`config.mk`:
```
export PLATFORM = sky130hd
export DESIGN_NAME = bitmap_readout
export DESIGN_NICKNAME = d
export VERILOG_FILES = /design/src/rtl/bitmap_readout.sv
export SDC_FILE = /design/constraint.sdc
export NUM_CORES = 1
export LEC_CHECK = 0
export CAP_MARGIN = 20
export CORE_MARGIN = 8
export CORE_UTILIZATION = 53
export CTS_CLUSTER_SIZE = 16
export DETAILED_ROUTE_END_ITERATION = 8
export PLACE_DENSITY_LB_ADDON = 0.15
export SLEW_MARGIN = 20
export SYNTH_ARGS = -nofsm -noshare
export SYNTH_HDL_FRONTEND = slang
export SYNTH_SLANG_ARGS = --single-unit
```
`constraint.sdc`:
```
create_clock -name clk -period 3.6 [get_ports clk]
set_clock_uncertainty 0.05 [all_clocks]
set_input_delay 0.72 -clock clk [delete_from_list [all_inputs] [get_ports clk]]
set_output_delay 0.72 -clock clk [all_outputs]
set_load 0.005 [all_outputs]
```
`src/rtl/bitmap_readout.sv`:
```
// Full-frame bitmap reader; BITMAP_READOUT_CLEAR_EN adds read-and-erase (pixel cleared after each read).
// start -> first m_valid is 3 cycles; a 2-credit output FIFO throttles RAM reads under m_ready backpressure.
module bitmap_readout #(
  parameter int X_W    = 8,
  parameter int Y_W    = 8,
  parameter int DATA_W = 3
) (
  input  logic                  clk,
  input  logic                  reset,
  input  logic                  start,
  output logic                  busy,
  output logic                  done,
  output logic                  mem_req,
  input  logic                  mem_gnt,
  output logic [X_W+Y_W-1:0]    mem_addr,
  output logic                  mem_we,
  output logic [DATA_W-1:0]     mem_din,
  input  logic [DATA_W-1:0]     mem_dout,
  output logic                  m_valid,
  input  logic                  m_ready,
  output logic [DATA_W-1:0]     m_data,
  output logic [X_W-1:0]        m_x,
  output logic [Y_W-1:0]        m_y,
  output logic                  m_last
);

  localparam int AW = X_W + Y_W;

  typedef struct packed {
    logic [AW-1:0]     tag;
    logic [DATA_W-1:0] dat;
  } beat_t;

`ifdef BITMAP_READOUT_CLEAR_EN
  typedef enum logic [1:0] {IDLE = 2'd0, READ = 2'd1, CLEAR = 2'd2, DRAIN = 2'd3} state_t;
`else
  typedef enum logic [1:0] {IDLE = 2'd0, READ = 2'd1, DRAIN = 2'd3} state_t;
`endif

  state_t          state_q, state_d;
  logic [AW-1:0]   addr_q, addr_d;
  logic            done_q, done_d;
  logic            lastp_q, lastp_d;
  logic            infl_vld_q;
  logic [AW-1:0]   infl_tag_q;
  beat_t           e0_q, e0_d, e1_q, e1_d;
  logic [1:0]      cnt_q, cnt_d;

  logic            pop, last_pop, addr_last;
  logic [2:0]      used;
  logic            rd_req, wr_req, rd_gnt;
  beat_t           new_beat;

  assign pop       = m_valid & m_ready;
  assign last_pop  = pop & m_last;
  assign addr_last = &addr_q;

  // The beat leaving this cycle frees its slot immediately, so a full-rate stream keeps reading every cycle.
  assign used   = {1'b0, cnt_q} + {2'b0, infl_vld_q} - {2'b0, pop};
  assign rd_req = (state_q == READ) && (used < 3'd2);
  assign rd_gnt = rd_req & mem_gnt;

`ifdef BITMAP_READOUT_CLEAR_EN
  logic wr_gnt;
  assign wr_req = (state_q == CLEAR);
  assign wr_gnt = wr_req & mem_gnt;
`else
  assign wr_req = 1'b0;
`endif

  assign mem_req  = rd_req | wr_req;
  assign mem_we   = wr_req;
  assign mem_din  = '0;
  assign mem_addr = addr_q;

  assign busy    = (state_q != IDLE);
  assign done    = done_q;
  assign m_valid = (cnt_q != 2'd0);
  assign m_data  = e0_q.dat;
  assign m_x     = e0_q.tag[AW-1:Y_W];
  assign m_y     = e0_q.tag[Y_W-1:0];
  assign m_last  = m_valid & (&e0_q.tag);

  assign new_beat = '{tag: infl_tag_q, dat: mem_dout};

  always_comb begin
    state_d = state_q;
    addr_d  = addr_q;
    done_d  = 1'b0;
    lastp_d = lastp_q | last_pop;
    case (state_q)
      IDLE: begin
        lastp_d = 1'b0;
        if (start) begin
          addr_d  = '0;
          state_d = READ;
        end
      end
      READ: begin
        if (rd_gnt) begin
`ifdef BITMAP_READOUT_CLEAR_EN
          state_d = CLEAR;
`else
          if (addr_last) state_d = DRAIN;
          else           addr_d  = addr_q + 1'b1;
`endif
        end
      end
`ifdef BITMAP_READOUT_CLEAR_EN
      CLEAR: begin
        if (wr_gnt) begin
          if (addr_last) begin
            state_d = DRAIN;
          end else begin
            addr_d  = addr_q + 1'b1;
            state_d = READ;
          end
        end
      end
`endif
      // The last beat may already have left while a final clear write waited for grant.
      DRAIN: begin
        if (last_pop | lastp_q) begin
          state_d = IDLE;
          done_d  = 1'b1;
          lastp_d = 1'b0;
        end
      end
      default: state_d = IDLE;
    endcase
  end

  always_comb begin
    e0_d  = e0_q;
    e1_d  = e1_q;
    cnt_d = cnt_q + {1'b0, infl_vld_q} - {1'b0, pop};
    if (pop) e0_d = e1_q;
    if (infl_vld_q) begin
      if (cnt_q == {1'b0, pop}) e0_d = new_beat;
      else                      e1_d = new_beat;
    end
  end

  always_ff @(posedge clk) begin
    if (reset) begin
      state_q    <= IDLE;
      addr_q     <= '0;
      done_q     <= 1'b0;
      lastp_q    <= 1'b0;
      infl_vld_q <= 1'b0;
      infl_tag_q <= '0;
      e0_q       <= '0;
      e1_q       <= '0;
      cnt_q      <= 2'd0;
    end else begin
      state_q    <= state_d;
      addr_q     <= addr_d;
      done_q     <= done_d;
      lastp_q    <= lastp_d;
      infl_vld_q <= rd_gnt;
      infl_tag_q <= addr_q;
      e0_q       <= e0_d;
      e1_q       <= e1_d;
      cnt_q      <= cnt_d;
    end
  end

endmodule

```
* After elaboration in Yosys (flattened, before gate mapping)
Cells that the tools add are included.
Widths: inputs -> output; s select.
** Word-level totals
- Bits in registers :: 77
- Input port bits :: 8
- Output and inout port bits :: 44
- Logic and storage cells :: 57
** Cells by class
- Add/sub/neg operators :: 5
- Order comparisons :: 1
- Equal/unequal tests :: 8
- Mux-type cells :: 13
- Bitwise operators :: 7
- Reductions and logical operators :: 12
** Operators by type and width (count)
- $mux 19 :: 3
- $mux 16 :: 3
- $pmux 16 s2 :: 1
- $reduce_and 16->1 :: 2
- $add 16x1->16 const B :: 1
- $ne 2x2->1 const B :: 5
- $mux 2 :: 4
- $reduce_and 4->1 :: 2
- $pmux 2 s3 :: 1
- $reduce_bool 2->1 :: 3
- $and 1x1->1 :: 4
- $add 2x1->3 :: 1
- $lt 3x2->1 const B :: 1
- $reduce_or 3->1 :: 1
- $sub 3x1->3 :: 1
- $add 2x1->2 :: 1
- $eq 2x1->1 :: 1
- $eq 2x1->1 const B :: 1
- $eq 2x2->1 const B :: 1
- $logic_not 2->1 :: 1
- $not 1->1 :: 2
- $reduce_and 2->1 :: 1
- $reduce_or 2->1 :: 1
- $sub 2x1->2 :: 1
- other kinds (3) :: 3

* Logic depth before layout (Yosys ltp)
Gate-level depths: netlist of run 1.
- Word-level depth :: 8
- Mapped depth :: 14
- Mapped depth without buffers :: 12

* Least setup slack after synthesis of run 1
OpenSTA, ideal clock, no wires.
- Kind :: input -> register
- Start point :: input port m_ready
- End point :: register addr_q[0] (netlist: mem_addr[0])
- Library setup time :: 0.074 ns
- Arrival time :: 3.118 ns
- Data required time :: 3.476 ns
- Path slack :: 0.357 ns
- Stages on the path :: 12
- Path buffers :: 2
- Path through :: nand2_1 > inv_1 > clkbuf_1 > ha_1 > inv_1 > ha_1 > fa_1 > nor2_1 > a41oi_1 > buf_2 > or4b_1 > a31oi_1
** Between the ends
- Word-level cells in the longest chain between the ends :: 7
** RTL lines
- from (decl) :: RTL line 20 : input logic m_ready,
- $and 1x1->1 :: RTL line 54 : assign pop = m_valid & m_ready;
- $sub 3x1->3 :: RTL line 59 : assign used = {1'b0, cnt_q} + {2'b0, infl_vld_q} - {2'b0, pop};
- $lt 3x2->1 :: RTL line 60 : assign rd_req = (state_q == READ) && (used < 3'd2);
- $logic_and 1x1->1 :: RTL line 60
- $and 1x1->1 :: RTL line 61 : assign rd_gnt = rd_req & mem_gnt;
- $ne 2x2->1 (no line)
- $reduce_and 4->1 (no line)
- to (signal assigned) :: RTL line 157 : addr_q <= addr_d;
- to (decl) :: RTL line 41 : logic [AW-1:0] addr_q, addr_d;
Every way passes these cells.
A chain may end at the register's enable or synchronous reset.

* Worst setup path in the final report of run 1
- Start point :: input port m_ready
- End point :: output port mem_req
** Between the ends
- Word-level cells in the longest chain between the ends :: 4
** RTL lines
- $and 1x1->1 :: RTL line 54
- $sub 3x1->3 :: RTL line 59
- $lt 3x2->1 :: RTL line 60
- $logic_and 1x1->1 :: RTL line 60
- to (decl) :: RTL line 13 : output logic mem_req,
Every way passes these cells.

==> results of run 1 <==
[worst max-delay path by stage]
stage / end / cells after the start
floorplan: mem_addr[0] / 12
global placement: mem_req / 10
detailed placement: mem_req / 10
CTS: mem_req / 10
global route: mem_req / 10
finish: mem_req / 10
[synth_stat cells (all sizes together), types with 8 or more instances]
master  number
nor2        40
inv         10
buf         12
nand3       11
clkbuf      15
nand4        8
dfxtp       77
nand2       88
a311oi      19
a21oi       24
xnor2        8
nor2b       16
[per-stage QoR]
stage | worst slack [ns] | TNS [ns] | util (%)
finish | 0.09043 | 0 | 67.56
global route | 0.009545 | 0 | 67.56
CTS | 0.06858 | 0 | 67.24
detailed placement | -0.2054 | -0.3659 | 63.28
global placement | -0.1799 | -0.1825 | 63.28
floorplan | 0.3572 | 0 | -
[cell families after synthesis]
logic type / after synthesis / share of synthesized area [%]
buffers and inverters: 37 / 5.024
multiplexers: 1 / 0.3165
XOR/XNOR: 11 / 3.046
other: 1 / 0.1186
AO/OA/AOI/OAI: 63 / 14.12
flip-flops: 77 / 48.73
AND/OR/NAND/NOR: 185 / 26.82
adder cells (fa/ha/maj): 4 / 1.820
[cell type report]
class,instances,area [um2],area share (%)
multi-input cells,268,1504,38.05
clock buffers,10,137.6,3.482
repair buffers,60,563.0,14.25
well taps,75,93.84,2.374
clock inverters,5,75.07,1.899
flip-flops and latches,77,1541,39.00
inverters,10,37.54,0.9497
[per-layer routing]
metal | share of wire (%) | wire length [um] | track usage [%]
met5 | 0 | 0 | 0
met4 | 1.6 | 119 | 8.188
met3 | 7.3 | 549 | 4.247
met2 | 47 | 3547 | 28.67
met1 | 44 | 3306 | 22.79
[timing repair]
item	CTS	global route
endpoints found under the hold margin	0	0
pin swaps	1	5
resized for setup	2	7
setup endpoints to repair	1	2
setup buffers	1	0
[worst max-delay path, cell delays in order]
cell and delay, ns:
clkdlybuf4s50_1 0.42, nand2_2 0.09, inv_2 0.06, ha_4 0.27, inv_1 0.04, ha_2 0.17
fa_2 0.55, nor2_2 0.04, and3_1 0.18, clkdlybuf4s15_1 0.20
[state kept, by name (all words and copies together), names as in the netlist]
register	cells
e1_q	19
infl_tag_q	16
mem_addr	16
m_x	8
m_y	8
m_data	3
cnt_q	2
state_q	2
done	1
infl_vld_q	1
lastp_q	1
[power groups by stage]
stage	combinational, mW	clock (mW)	sequential (mW)
after CTS	0.583	0.711	0.948
after global routing	0.682	0.750	0.960
after global placement	0.539	0	0.967
final	0.621	0.701	0.952
after detailed placement	0.553	0	0.968
after floorplan	0.296	0	0.960
==> flow_summary.yaml, run 1 <==
clock_tree:
  h-tree-depth: 3
  clk_path_buf_depth: 2
  cts-root-buf: "clkbuf_8"
  cts.sinks: 77
  ctsHoldBuffers: 0
  cts_tree: "done"
  insertion_delay_ns: 0.34
  cts_buffers: 9
  clk_pin_slew_ns: 0.07
hold_path:
  min_from: "infl_tag_q[1]"
  hold-path-cell-count: 2
  hold_path.class: "register to register"
  hold_path_end: "e1_q[4]"
synth:
  synthTopCellsByArea: "dfxtp_1 (49%), nand2_1 (10%), a311oi_1 (5.3%)"
  synth_cells: 379
  synthesis.area_mm2: 0.003163
  synth_area_per_cell_um2: 8.346
  async_flop_share_pct: 0
  yosysWarnings: 0
  ys_ff_latch: 77
  synth_cell_types: 44
  yosys.area.top_type: "dfxtp_1"
  yosysTopAreaCellShare_pct: 48.73
  ys.flop_type: "dfxtp_1"
  synth-edff-count: 0
  synth-seq-area-share_pct: 48.73
die:
  die_x_um: 93.25
  core_area_mm2: 0.005851
  dieArea_mm2: 0.008696
  rows: 28
  io_pins: 52
  start_util_pct: 54.06
  die_h_um: 93.25
power:
  switchingPower_mw: 0.6689
  ir_drop_v: 0.0003994
  p_clk_share_pct: 30.8
  swShare_pct: 29.42
  pwr_density_cell_mw_per_mm2: 575.3
  p_int_mw: 1.605
  combPwrFrac_pct: 27.3
  pwr-share-seq_pct: 41.9
  p_leak_nw: 1.370
  totalPowerFinal_mw: 2.274
critical_path:
  crit_fanout: 3
  r2r_end: "mem_addr[9]"
  r2r_slack_ns: 0.36
  crit_required_ns: 2.83
  critPathCaptureType: "primary output"
  reg2reg_depth: 15
  cp-startpoint: "m_ready"
  critical_path_arrival_ns: 2.74
  crit_type: "input port to primary output"
  startpoint_type: "input port"
  rr_startpoint: "cnt_q[1]"
route:
  drt_first_iter_violations: 164
  drc: 0
  drtPass1Iterations: 4
  drt-wirelength-per-cell_um: 14.90
  dr_total_vias: 2792
  final_antenna_net_count: 0
  wl_mm: 7.522
  avgViaCountPerCell: 5.529
global_routing:
  grt-ovfl-total: 0
  grt_pass1_wl_mm: 12.80
  grt_pass1_vias: 2694
  antenna_found_initial: 0
  grt_max_degree: 48
  grt_usage_pct: 18.09
layout:
  n_antenna_cell: 0
  nets: 438
  mostFrequentLayoutCell: "nand2_1"
  stdcell_area_mm2: 0.003953
  final_cell_mix: "nand2_1 (87), dfxtp_1 (77), clkdlybuf4s50_1 (45)"
  post_layout_nonfiller_instances: 505
  area_growth_pct: 24.96
  fill_cells: 475
  drive_above_1_share_pct: 10.00
run:
  cap_violations: 0
sta:
  min_period_over_period_pct: 97.49
  max_clock_freq_mhz: 284.9
  tightest_slew_ns: 0.7312
  min_period_ns: 3.510
  finalHoldViolCount: 0
  rsz0062_at_grt: "no"
  holdWs_ns: 0.3988
  max_slew_margin_pct: 51.26
  setup_viol: 0
  slew_violations: 0
placed_design:
  dp_hpwl_mm: 5.025
  dpl.cell_count: 489
  place_area_mm2: 0.003702
  place_congestion: 0.9103
  io_buffers: 47
run_status:
  status: "finished, final reports clean"
No activity file was read; power rests on OpenSTA's default activity.
==> run 2: changes to the inputs <==
--- a/config.mk
+++ b/config.mk
@@ -8,6 +8,7 @@
 export CAP_MARGIN = 20
 export CORE_MARGIN = 8
 export CORE_UTILIZATION = 53
+export CTS_BUF_LIST = sky130_fd_sc_hd__clkbuf_16
 export CTS_CLUSTER_SIZE = 16
 export DETAILED_ROUTE_END_ITERATION = 8
 export PLACE_DENSITY_LB_ADDON = 0.15
==> run 2 against run 1 <==
Compared with the run above:
- cell area grew 2.3%
- setup slack lost 0.011 ns
- sequential power is essentially flat
- combinational power shrank 2%
- routed wire length grew 0.78%
- utilization grew 1.5 points
- clock power grew 32%
- first-iteration DRC count shrank 16%
- largest power group unchanged
==> flow_summary.yaml, run 2 (synthesized netlist as in run 1, its figures left out) <==
die:
  die_x_um: 93.25
  dieArea_mm2: 0.008696
  die_h_um: 93.25
  rows: 28
  start_util_pct: 54.06
  io_pins: 52
  core_area_mm2: 0.005851
power:
  ir_drop_v: 0.0003684
  p_leak_nw: 1.413
  totalPowerFinal_mw: 2.485
  p_int_mw: 1.793
  combPwrFrac_pct: 24.4
  pwr-share-seq_pct: 38.3
  switchingPower_mw: 0.6918
  p_clk_share_pct: 37.3
  pwr_density_cell_mw_per_mm2: 614.8
  swShare_pct: 27.84
clock_tree:
  h-tree-depth: 3
  clk_path_buf_depth: 2
  cts.sinks: 77
  clk_pin_slew_ns: 0.06
  cts-root-buf: "clkbuf_16"
  cts_buffers: 9
  insertion_delay_ns: 0.33
  ctsHoldBuffers: 0
  cts_tree: "done"
global_routing:
  grt_pass1_wl_mm: 12.95
  use_met1_pct: 23.05
  grtUsageMet2_pct: 29.02
  grt_usage_pct: 18.49
  grt_max_degree: 48
  gr-usage-met3_pct: 4.968
  grt-ovfl-total: 0
  grt_pass1_vias: 2687
  antenna_found_initial: 0
  busiest_layer: "met2"
layout:
  fill_cells: 465
  largest_reg_flops: 19
  utilization_pct: 69.10
  register_area_mm2: 0.001541
  n_antenna_cell: 0
  area_growth_pct: 27.81
  regMostFlops: "e1_q"
  final_cell_mix: "nand2_1 (87), dfxtp_1 (77), clkdlybuf4s50_1 (45)"
  mostFrequentLayoutCell: "nand2_1"
  nets: 438
  post_layout_nonfiller_instances: 505
  drive_above_1_share_pct: 9.767
  multi_input_area_mm2: 0.001504
sta:
  min_period_over_period_pct: 97.81
  min_period_ns: 3.521
  slew_violations: 0
  setup_viol: 0
  finalHoldViolCount: 0
  tightest_slew_ns: 0.7616
  max_slew_margin_pct: 49.22
  max_clock_freq_mhz: 284.0
critical_path:
  rr_startpoint: "cnt_q[1]"
  startpoint_type: "input port"
  reg2reg_depth: 15
  cp-startpoint: "m_ready"
  critPathCaptureType: "primary output"
  critical_path_arrival_ns: 2.75
  crit_type: "input port to primary output"
  crit_fanout: 3
  r2r_slack_ns: 0.40
  crit_required_ns: 2.83
  r2r_end: "mem_addr[9]"
placed_design:
  dpl.cell_count: 489
  place_congestion: 0.9103
  io_buffers: 47
  dp_hpwl_mm: 5.025
route:
  dr_total_vias: 2805
  final_antenna_net_count: 0
  avgViaCountPerCell: 5.554
  drt_first_iter_violations: 138
  drt-wirelength-per-cell_um: 15.01
  wl_mm: 7.581
  drc: 0
  drtPass1Iterations: 4
run:
  cap_violations: 0
run_status:
  status: "finished, final reports clean"
hold_path:
  hold_path_end: "e1_q[16]"
  hold_path.class: "register to register"
  hold-path-cell-count: 2
  min_from: "infl_tag_q[13]"
==> run 2: changes by cell type in the layout (fill, tap and decap cells not counted), sizes merged <==
cell | before | now
dlygate4sd2 | 0 | 1
clkinv | 3 | 4
clkbuf | 10 | 9
clkdlybuf4s15 | 1 | 0
==> run 2: power by group through the flow <==
stage | clock network [mW] | registers [mW] | logic, mW
2_1_floorplan | 0 | 0.960 | 0.296
3_3_place_gp | 0 | 0.967 | 0.539
3_5_place_dp | 0 | 0.968 | 0.553
4_1_cts | 0.944 | 0.950 | 0.582
5_1_grt | 0.980 | 0.962 | 0.666
6_report | 0.927 | 0.953 | 0.606
==> run 2: how the worst max path moves through the flow <==
stage	to	slack (ns)	cells past startpoint
finish	mem_req	0.08	10
detailed placement	mem_req	-0.21	10
floorplan	mem_addr[0]	0.36	12
CTS	mem_req	0.07	10
global route	mem_req	-0.0002	10
global placement	mem_req	-0.18	10
==> run 2: cell type report <==
| class | instances | area share, % |
|---|---|---|
| clock buffer | 9 | 5.571 |
| clock inverter | 6 | 1.950 |
| inverter | 10 | 0.9285 |
| multi-input combinational | 268 | 37.20 |
| sequential | 77 | 38.13 |
| tap | 75 | 2.321 |
| timing repair buffer | 60 | 13.90 |
==> run 2: metal layers <==
metal  part of all wire, %  vias up
li1                      -     1378
met1                    45     1314
met2                    46      102
met3                   7.1       11
met4                   1.5        0
met5                     0        -
==> run 2: through the flow <==
| step | setup TNS (ns) | instance area [um2] | hold slack [ns] | setup WS, ns |
|---|---|---|---|---|
| 3_3_place_gp | -0.1825 | 3702 | 0.3880 | -0.1799 |
| 4_1_cts | 0 | 4025 | 0.3998 | 0.06858 |
| 3_5_place_dp | -0.3659 | 3702 | 0.3931 | -0.2054 |
| 6_report | 0 | 4043 | 0.4009 | 0.07894 |
| 2_1_floorplan | 0 | 3174 | 0.3822 | 0.3572 |
| 5_1_grt | -0.0002018 | 4043 | 0.4203 | -0.0002018 |
==> run 2: what timing repair did <==
action / CTS / global route
buffers inserted: 1 / 0
endpoints found under the setup margin: 1 / 1
resized for setup: 2 / 6
pin swaps: 1 / 4
hold endpoints to repair: 0 / 0
==> run 2: critical path, stage by stage <==
cell	delay, ns
clkdlybuf4s50_1	0.41
nand2_2	0.08
inv_2	0.05
ha_4	0.26
inv_1	0.04
ha_2	0.17
fa_2	0.55
nor2_2	0.04
and3_1	0.17
dlygate4sd2_1	0.26
